$ cat src/rtl/muldiv_pkg.sv
// Shared types and decode constants for the iterative RV32M multiply/divide unit.
package muldiv_pkg;

  // Control FSM states of the multiply/divide sequencer.
  typedef enum logic [1:0] {
    ST_IDLE = 2'd0,
    ST_CALC = 2'd1,
    ST_FIX  = 2'd2,
    ST_DONE = 2'd3
  } state_t;

  // Funct3 encodings of the M extension.
  localparam logic [2:0] F3_MUL    = 3'b000;
  localparam logic [2:0] F3_MULH   = 3'b001;
  localparam logic [2:0] F3_MULHSU = 3'b010;
  localparam logic [2:0] F3_MULHU  = 3'b011;
  localparam logic [2:0] F3_DIV    = 3'b100;
  localparam logic [2:0] F3_DIVU   = 3'b101;
  localparam logic [2:0] F3_REM    = 3'b110;
  localparam logic [2:0] F3_REMU   = 3'b111;

  // Fields that identify an M-extension instruction in the EX stage.
  localparam logic [6:0] MEXT_FUNCT7 = 7'b0000001;
  localparam logic [1:0] ALUOP_RTYPE = 2'b10;

endpackage

$ cat src/rtl/muldiv_iter.sv
// Iteration datapath: radix-2 shift-add multiply and restoring divide on
// unsigned magnitudes, one step per enabled cycle. The {hi, lo} pair holds the
// running product (multiply) or the remainder and quotient/dividend (divide).
module muldiv_iter #(
  parameter int XLEN = 32
) (
  input  logic            clk,
  input  logic            reset_n,
  input  logic            i_load,
  input  logic            i_en,
  input  logic            i_div,
  input  logic [XLEN-1:0] i_a,
  input  logic [XLEN-1:0] i_b,
  output logic            o_last,
  output logic [XLEN-1:0] o_hi,
  output logic [XLEN-1:0] o_lo
);

  localparam int CNT_W = $clog2(XLEN);

  logic [XLEN-1:0]  r_hi;
  logic [XLEN-1:0]  r_lo;
  logic [XLEN-1:0]  r_b;
  logic [CNT_W-1:0] r_cnt;

  logic [XLEN:0]    w_sum;
  logic [XLEN:0]    w_shift;
  logic [XLEN-1:0]  w_diff;
  logic             w_fits;

  // Next-step arithmetic for both algorithms.
  // NOTE: every always_comb output gets a value on every path so no latch is inferred.
  always_comb begin
    w_sum   = {1'b0, r_hi} + (r_lo[0] ? {1'b0, r_b} : '0);
    w_shift = {r_hi, r_lo[XLEN-1]};
    w_fits  = (w_shift >= {1'b0, r_b});
    // The true difference is below the divisor when it is used, so XLEN bits suffice.
    w_diff  = w_shift[XLEN-1:0] - r_b;
  end

  // Operand load and one shift-add / shift-subtract step per enabled cycle.
  // NOTE: state registers use non-blocking assignments so every register samples pre-edge values.
  always_ff @(posedge clk) begin
    if (!reset_n) begin
      r_hi  <= '0;
      r_lo  <= '0;
      r_b   <= '0;
      r_cnt <= '0;
    end else if (i_load) begin
      r_hi  <= '0;
      r_lo  <= i_a;
      r_b   <= i_b;
      r_cnt <= '0;
    end else if (i_en) begin
      r_cnt <= r_cnt + 1'b1;
      if (i_div) begin
        if (w_fits) begin
          r_hi <= w_diff;
          r_lo <= {r_lo[XLEN-2:0], 1'b1};
        end else begin
          r_hi <= w_shift[XLEN-1:0];
          r_lo <= {r_lo[XLEN-2:0], 1'b0};
        end
      end else begin
        r_hi <= w_sum[XLEN:1];
        r_lo <= {w_sum[0], r_lo[XLEN-1:1]};
      end
    end
  end

  assign o_last = (r_cnt == CNT_W'(XLEN - 1));
  assign o_hi   = r_hi;
  assign o_lo   = r_lo;

endmodule

$ cat src/rtl/muldiv_unit.sv
// RV32M multiply/divide unit beside the EX-stage ALU: decodes M instructions,
// stalls the pipeline while iterating, and returns a registered result with a
// one-cycle done pulse. Divide-by-zero and signed overflow bypass iteration.
module muldiv_unit
  import muldiv_pkg::*;
#(
  parameter int XLEN = 32
) (
  input  logic            clk,
  input  logic            reset_n,
  input  logic            start,
  input  logic [1:0]      ALUOp,
  input  logic [6:0]      Funct7,
  input  logic [2:0]      Funct3,
  input  logic [XLEN-1:0] SrcA,
  input  logic [XLEN-1:0] SrcB,
  input  logic            flush,
  output logic            md_sel,
  output logic            stall,
  output logic            busy,
  output logic            done,
  output logic [XLEN-1:0] Result
);

  localparam logic [XLEN-1:0] MOST_NEG = {1'b1, {(XLEN-1){1'b0}}};

  state_t          r_state;
  logic [2:0]      r_f3;
  logic            r_q_neg;
  logic            r_r_neg;
  logic            r_busy;
  logic            r_done;
  logic [XLEN-1:0] r_result;

  logic            w_accept;
  logic            w_a_neg;
  logic            w_b_neg;
  logic [XLEN-1:0] w_a_mag;
  logic [XLEN-1:0] w_b_mag;
  logic            w_is_div;
  logic            w_div0;
  logic            w_ovf;
  logic            w_special;
  logic [XLEN-1:0] w_special_res;
  logic            w_last;
  logic [XLEN-1:0] w_hi;
  logic [XLEN-1:0] w_lo;
  logic [2*XLEN-1:0] w_prod;
  logic [XLEN-1:0] w_quot;
  logic [XLEN-1:0] w_rem;
  logic [XLEN-1:0] w_fix_res;

  assign md_sel   = (ALUOp == ALUOP_RTYPE) && (Funct7 == MEXT_FUNCT7);
  assign stall    = start && md_sel && !r_done;
  assign w_accept = (r_state == ST_IDLE) && start && md_sel && !flush;
  assign w_is_div = Funct3[2];

  // Operand sign handling and special-case decode for the request in IDLE.
  always_comb begin
    w_a_neg = SrcA[XLEN-1] &&
              (Funct3 == F3_MULH || Funct3 == F3_MULHSU || Funct3 == F3_DIV || Funct3 == F3_REM);
    w_b_neg = SrcB[XLEN-1] &&
              (Funct3 == F3_MULH || Funct3 == F3_DIV || Funct3 == F3_REM);
    w_a_mag = w_a_neg ? -SrcA : SrcA;
    w_b_mag = w_b_neg ? -SrcB : SrcB;
    w_div0  = (SrcB == '0);
    w_ovf   = (Funct3 == F3_DIV || Funct3 == F3_REM) && (SrcA == MOST_NEG) && (&SrcB);
    w_special = w_is_div && (w_div0 || w_ovf);
    if (w_div0) begin
      w_special_res = Funct3[1] ? SrcA : '1;
    end else begin
      w_special_res = Funct3[1] ? '0 : MOST_NEG;
    end
  end

  muldiv_iter #(
    .XLEN (XLEN)
  ) u_iter (
    .clk     (clk),
    .reset_n (reset_n),
    .i_load  (w_accept && !w_special),
    .i_en    ((r_state == ST_CALC) && !flush),
    .i_div   (r_f3[2]),
    .i_a     (w_a_mag),
    .i_b     (w_b_mag),
    .o_last  (w_last),
    .o_hi    (w_hi),
    .o_lo    (w_lo)
  );

  // Sign correction and result selection applied in FIX.
  always_comb begin
    w_prod = {w_hi, w_lo};
    if (r_q_neg) w_prod = -w_prod;
    w_quot = r_q_neg ? -w_lo : w_lo;
    w_rem  = r_r_neg ? -w_hi : w_hi;
    case (r_f3)
      F3_MUL:           w_fix_res = w_prod[XLEN-1:0];
      F3_DIV, F3_DIVU:  w_fix_res = w_quot;
      F3_REM, F3_REMU:  w_fix_res = w_rem;
      default:          w_fix_res = w_prod[2*XLEN-1:XLEN];
    endcase
  end

  // Sequencer FSM with registered busy, done and Result.
  // NOTE: reset clears only control and the result; there is no memory array to initialise.
  always_ff @(posedge clk) begin
    if (!reset_n) begin
      r_state  <= ST_IDLE;
      r_f3     <= F3_MUL;
      r_q_neg  <= 1'b0;
      r_r_neg  <= 1'b0;
      r_busy   <= 1'b0;
      r_done   <= 1'b0;
      r_result <= '0;
    end else if (flush) begin
      r_state <= ST_IDLE;
      r_busy  <= 1'b0;
      r_done  <= 1'b0;
    end else begin
      case (r_state)
        ST_IDLE: begin
          r_done <= 1'b0;
          if (w_accept) begin
            r_f3    <= Funct3;
            r_q_neg <= w_a_neg ^ w_b_neg;
            r_r_neg <= w_a_neg;
            if (w_special) begin
              r_result <= w_special_res;
              r_state  <= ST_DONE;
              r_done   <= 1'b1;
            end else begin
              r_state <= ST_CALC;
              r_busy  <= 1'b1;
            end
          end
        end
        ST_CALC: begin
          if (w_last) r_state <= ST_FIX;
        end
        ST_FIX: begin
          r_result <= w_fix_res;
          r_state  <= ST_DONE;
          r_busy   <= 1'b0;
          r_done   <= 1'b1;
        end
        default: begin
          r_state <= ST_IDLE;
          r_done  <= 1'b0;
        end
      endcase
    end
  end

  assign busy   = r_busy;
  assign done   = r_done;
  assign Result = r_result;

endmodule
$ cat config.mk
export PLATFORM = sky130hd
export DESIGN_NAME = muldiv_unit
export DESIGN_NICKNAME = d
export VERILOG_FILES = /design/src/rtl/muldiv_pkg.sv /design/src/rtl/muldiv_iter.sv /design/src/rtl/muldiv_unit.sv
export SDC_FILE = /design/constraint.sdc
export NUM_CORES = 1
export LEC_CHECK = 0
export CAP_MARGIN = 10
export CORE_MARGIN = 5
export CORE_UTILIZATION = 55
export CTS_CLUSTER_SIZE = 30
export DETAILED_ROUTE_END_ITERATION = 12
export PLACE_DENSITY = 0.77
export SYNTH_ARGS = -nofsm -noshare
export SYNTH_HDL_FRONTEND = slang
export SYNTH_SLANG_ARGS = --single-unit
$ cat constraint.sdc
create_clock -name clk -period 3.1 [get_ports clk]
set_input_delay 0.31 -clock clk [delete_from_list [all_inputs] [get_ports clk]]
set_output_delay 0.31 -clock clk [all_outputs]
set_load 0.005 [all_outputs]
==> impl_metrics.json <==
{
  "drc_errors": 0,
  "setup_slack_ns": -0.484,
  "yosysWarnings": 0,
  "end_kind": "flip-flop",
  "ir_drop_uv": 361,
  "coreArea_um2": 26000,
  "ant_nets": 0,
  "synth_edf_count": 0,
  "crit_required_ns": 3.42,
  "r2r_start": "u_iter.o_lo[0]",
  "dr.pass1.iters": 8,
  "gr-total-overflow": 0,
  "worst_path_dominant_cell_family": "simple AND/OR/NAND/NOR gates",
  "worst_path_largest_cell_delay_ns": 0.40,
  "grt_util_all_layers": 0.389,
  "power_w": 0.00446,
  "netlist_instances": 2062,
  "crit_fanout": 6,
  "whs_path_depth": 2,
  "ys_async_sr_fraction": 0,
  "drt_iter0_markers": 2394,
  "cts_max_path_buffers": 2,
  "clk_latency_ns": 0.45,
  "dpl.hpwl_mm": 46.1,
  "io_pins": 116,
  "wire_per_inst_um": 22.9,
  "gp_congestion": 1.03,
  "slew_violations": 0,
  "crit_type": "flip-flop to flip-flop",
  "die_x_um": 172,
  "syn2layout_area_growth_pct": 37.2,
  "skew_ns": 0.0136,
  "crit_chain": "inv_2 -> buf_6 -> buf_6 -> nor2_4 -> ha_4 -> a21o_1 -> buf_4 -> o31a_1 -> and3b_2 -> buf_4 -> or3_4 -> nor2_1 -> o211ai_1 -> a311oi_1 -> nor2_1",
  "placed_cell_area_um2": 18300,
  "timing.max_cap.violations": 0,
  "layout-drive-gt1-share": 0.249,
  "synth-seq-cells": 142,
  "synth.distinct_cells": 91,
  "ff2ff_setup_slack_ns": -0.48,
  "vias": 18200,
  "die_h_um": 172,
  "synthMuxAreaShare": 0.0374,
  "synth-compound-area-share": 0.282,
  "syn_area_um2": 14500,
  "status": "complete, but fails checks",
  "hold_class": "flip-flop to flip-flop",
  "min-delay-start": "u_iter.r_cnt[4]",
  "portBuffers": 115,
  "p_leak_nw": 8.55,
  "fin_area_um2": 19900,
  "reg2reg_to": "u_iter.o_hi[14]",
  "final_util": 0.766,
  "die-area_um2": 29700,
  "critical_path_depth": 15,
  "grt_start_max_net_pins": 60,
  "synthSimpleGateAreaFrac": 0.234,
  "fin_crit_ns": 3.58,
  "relSlewSlack": 0.431,
  "worst_pin_slew_ns": 0.844,
  "period_share": 1.16,
  "ys_seq_area_frac": 0.196,
  "wirelength_mm": 63.7,
  "power_density_nw_per_um2": 224,
  "slowest_stage": "a311oi_1",
  "mostFrequentLayoutCell": "buf_4",
  "grt_first_pass_wirelength_mm": 90.6,
  "htree_levels": 4,
  "viasPerCell": 6.53,
  "fp-row-count": 59,
  "path_clk_slew_ns": 0.07,
  "final_cell_mix": "367 x buf_4, 286 x nor2_1, 192 x a21oi_1",
  "antenna_found_initial": 0,
  "hold_violations": 0,
  "cp.buffers_inverters": 5,
  "syn_avg_cell_area_um2": 7.03,
  "cp-start-kind": "flip-flop",
  "nets": 2590,
  "setup-violations-final": 33,
  "cts_made_buffers": 17,
  "dp_slack_ns": -0.430,
  "violations": "negative setup slack",
  "n_antenna_cell": 0,
  "synth_xor_area_frac": 0.118,
  "synthAdderAreaFrac": 0.0675,
  "critPathArrivalTime_ns": 3.90,
  "hold_buffers": 0,
  "fill_cells": 1953,
  "first_global_vias": 16800,
  "syn_nets": 2219,
  "cts_tree": "built",
  "rsz0062_at_grt": "yes",
  "min_to": "u_iter.r_cnt[4]",
  "synthFlopType": "dfxtp_1",
  "fmax_mhz": 279,
  "synth_top_family_by_area": "compound AO/OA/AOI/OAI gates",
  "cts_sinks": 142,
  "reg2reg_depth": 15,
  "root_buffer": "clkbuf_16",
  "setup_tns_ns": -7.55,
  "initial_core_util": 0.558
}
## synthesized netlist by cell type, types with 5 or more instances
master,instances,area (µm²)
a211o_1,8,70.1
a211oi_1,18,135
a21boi_0,8,60.1
a21o_1,50,375
a21oi_1,203,1020
a22oi_1,6,45.0
a31oi_1,23,144
and2_1,10,62.6
and3_1,13,81.3
buf_1,5,18.8
buf_2,20,100
clkbuf_1,124,465
dfxtp_1,142,2840
ha_1,75,938
inv_1,73,274
mux2i_1,53,531
nand2_1,158,593
nand2b_1,14,87.6
nand3_1,32,160
nand4_1,24,150
nor2_1,297,1110
nor2b_1,9,56.3
nor3_1,49,245
nor3b_1,7,52.6
nor4_1,18,113
o211ai_1,21,158
o21ai_0,173,866
o21ai_1,8,40.0
o21bai_1,6,45.0
o221ai_1,17,149
o22ai_1,11,68.8
o311a_1,5,50.1
o31ai_1,29,218
o41ai_1,10,87.6
or2_2,10,62.6
or3_1,23,144
or4_1,15,113
xnor2_1,93,815
xor2_1,103,902
## report_power, final
part           switching (W)  leakage, nW  total, W  internal, W
clock               0.000985        0.273   0.00212      0.00114
combinational       0.000268         7.13  0.000516     0.000248
sequential       0.000000468         1.15   0.00182      0.00182
total                0.00125         8.55   0.00446      0.00321
## worst reg2reg max path, cell delays in order (launching register included)
cell      delay, ns
dfxtp_2        0.36
inv_2          0.08
buf_6          0.15
buf_6          0.13
nor2_4         0.29
ha_4           0.28
a21o_1         0.20
buf_4          0.15
o31a_1         0.29
and3b_2        0.24
buf_4          0.14
or3_4          0.39
nor2_1         0.10
o211ai_1       0.18
a311oi_1       0.40
nor2_1         0.08
## state kept, by name, summed over array words and instances (netlist names)
register,flops
Result,32
busy,1
done,1
r_f3,3
r_q_neg,1
r_r_neg,1
r_state,2
u_iter.o_hi,32
u_iter.o_lo,32
u_iter.r_b,32
u_iter.r_cnt,5
## repair_timing
action,CTS,global route
endpoints found under the setup margin,36,77
gates cloned,0,4
buffers inserted,11,20
pin swaps,29,74
resized for setup,52,135
## layout make-up
type,instances,area (µm²),share of cell area
clock buffers,18,429,0.0216
clock inverters,14,145,0.00729
inverters,75,284,0.0143
multi-input cells,1687,11400,0.572
flip-flops and latches,142,2860,0.144
well taps,335,419,0.0211
repair buffers,510,4370,0.220
## worst max path at each step
stage / from / slack [ns] / to
after global placement: SrcB[1] / -0.29 / Result[1]
after detailed placement: SrcB[1] / -0.43 / Result[1]
after floorplan: u_iter.o_lo[31] / 0.04 / u_iter.o_hi[26]
final: u_iter.o_lo[0] / -0.48 / u_iter.o_hi[14]
after global routing: u_iter.o_lo[0] / -0.51 / u_iter.o_hi[14]
after CTS: u_iter.r_b[0] / -0.02 / u_iter.o_hi[25]
## stage by stage
| stage | hold WS (ns) | std cells |
|---|---|---|
| final | 0.461 | 2781 |
| after global routing | 0.490 | 2781 |
| after CTS | 0.463 | 2759 |
| after detailed placement | 0.454 | 2716 |
| after global placement | 0.444 | 2716 |
| after floorplan | 0.441 | 2062 |
## routing by layer
layer  vias up  track usage  share of wire
li1       8103            -              -
met1      8374        0.457           0.36
met2      1293        0.626           0.45
met3       389       0.0846           0.10
met4         0        0.277          0.092
met5         -            0              0
## cells by family after synthesis
group                    after synthesis
AO/OA/AOI/OAI                        647
XOR/XNOR                             196
adder cells (fa/ha/maj)               77
buffers and inverters                233
flip-flops                           142
multiplexers                          54
AND/OR/NAND/NOR                      713
Note: power is estimated with default switching activity, not from simulation.
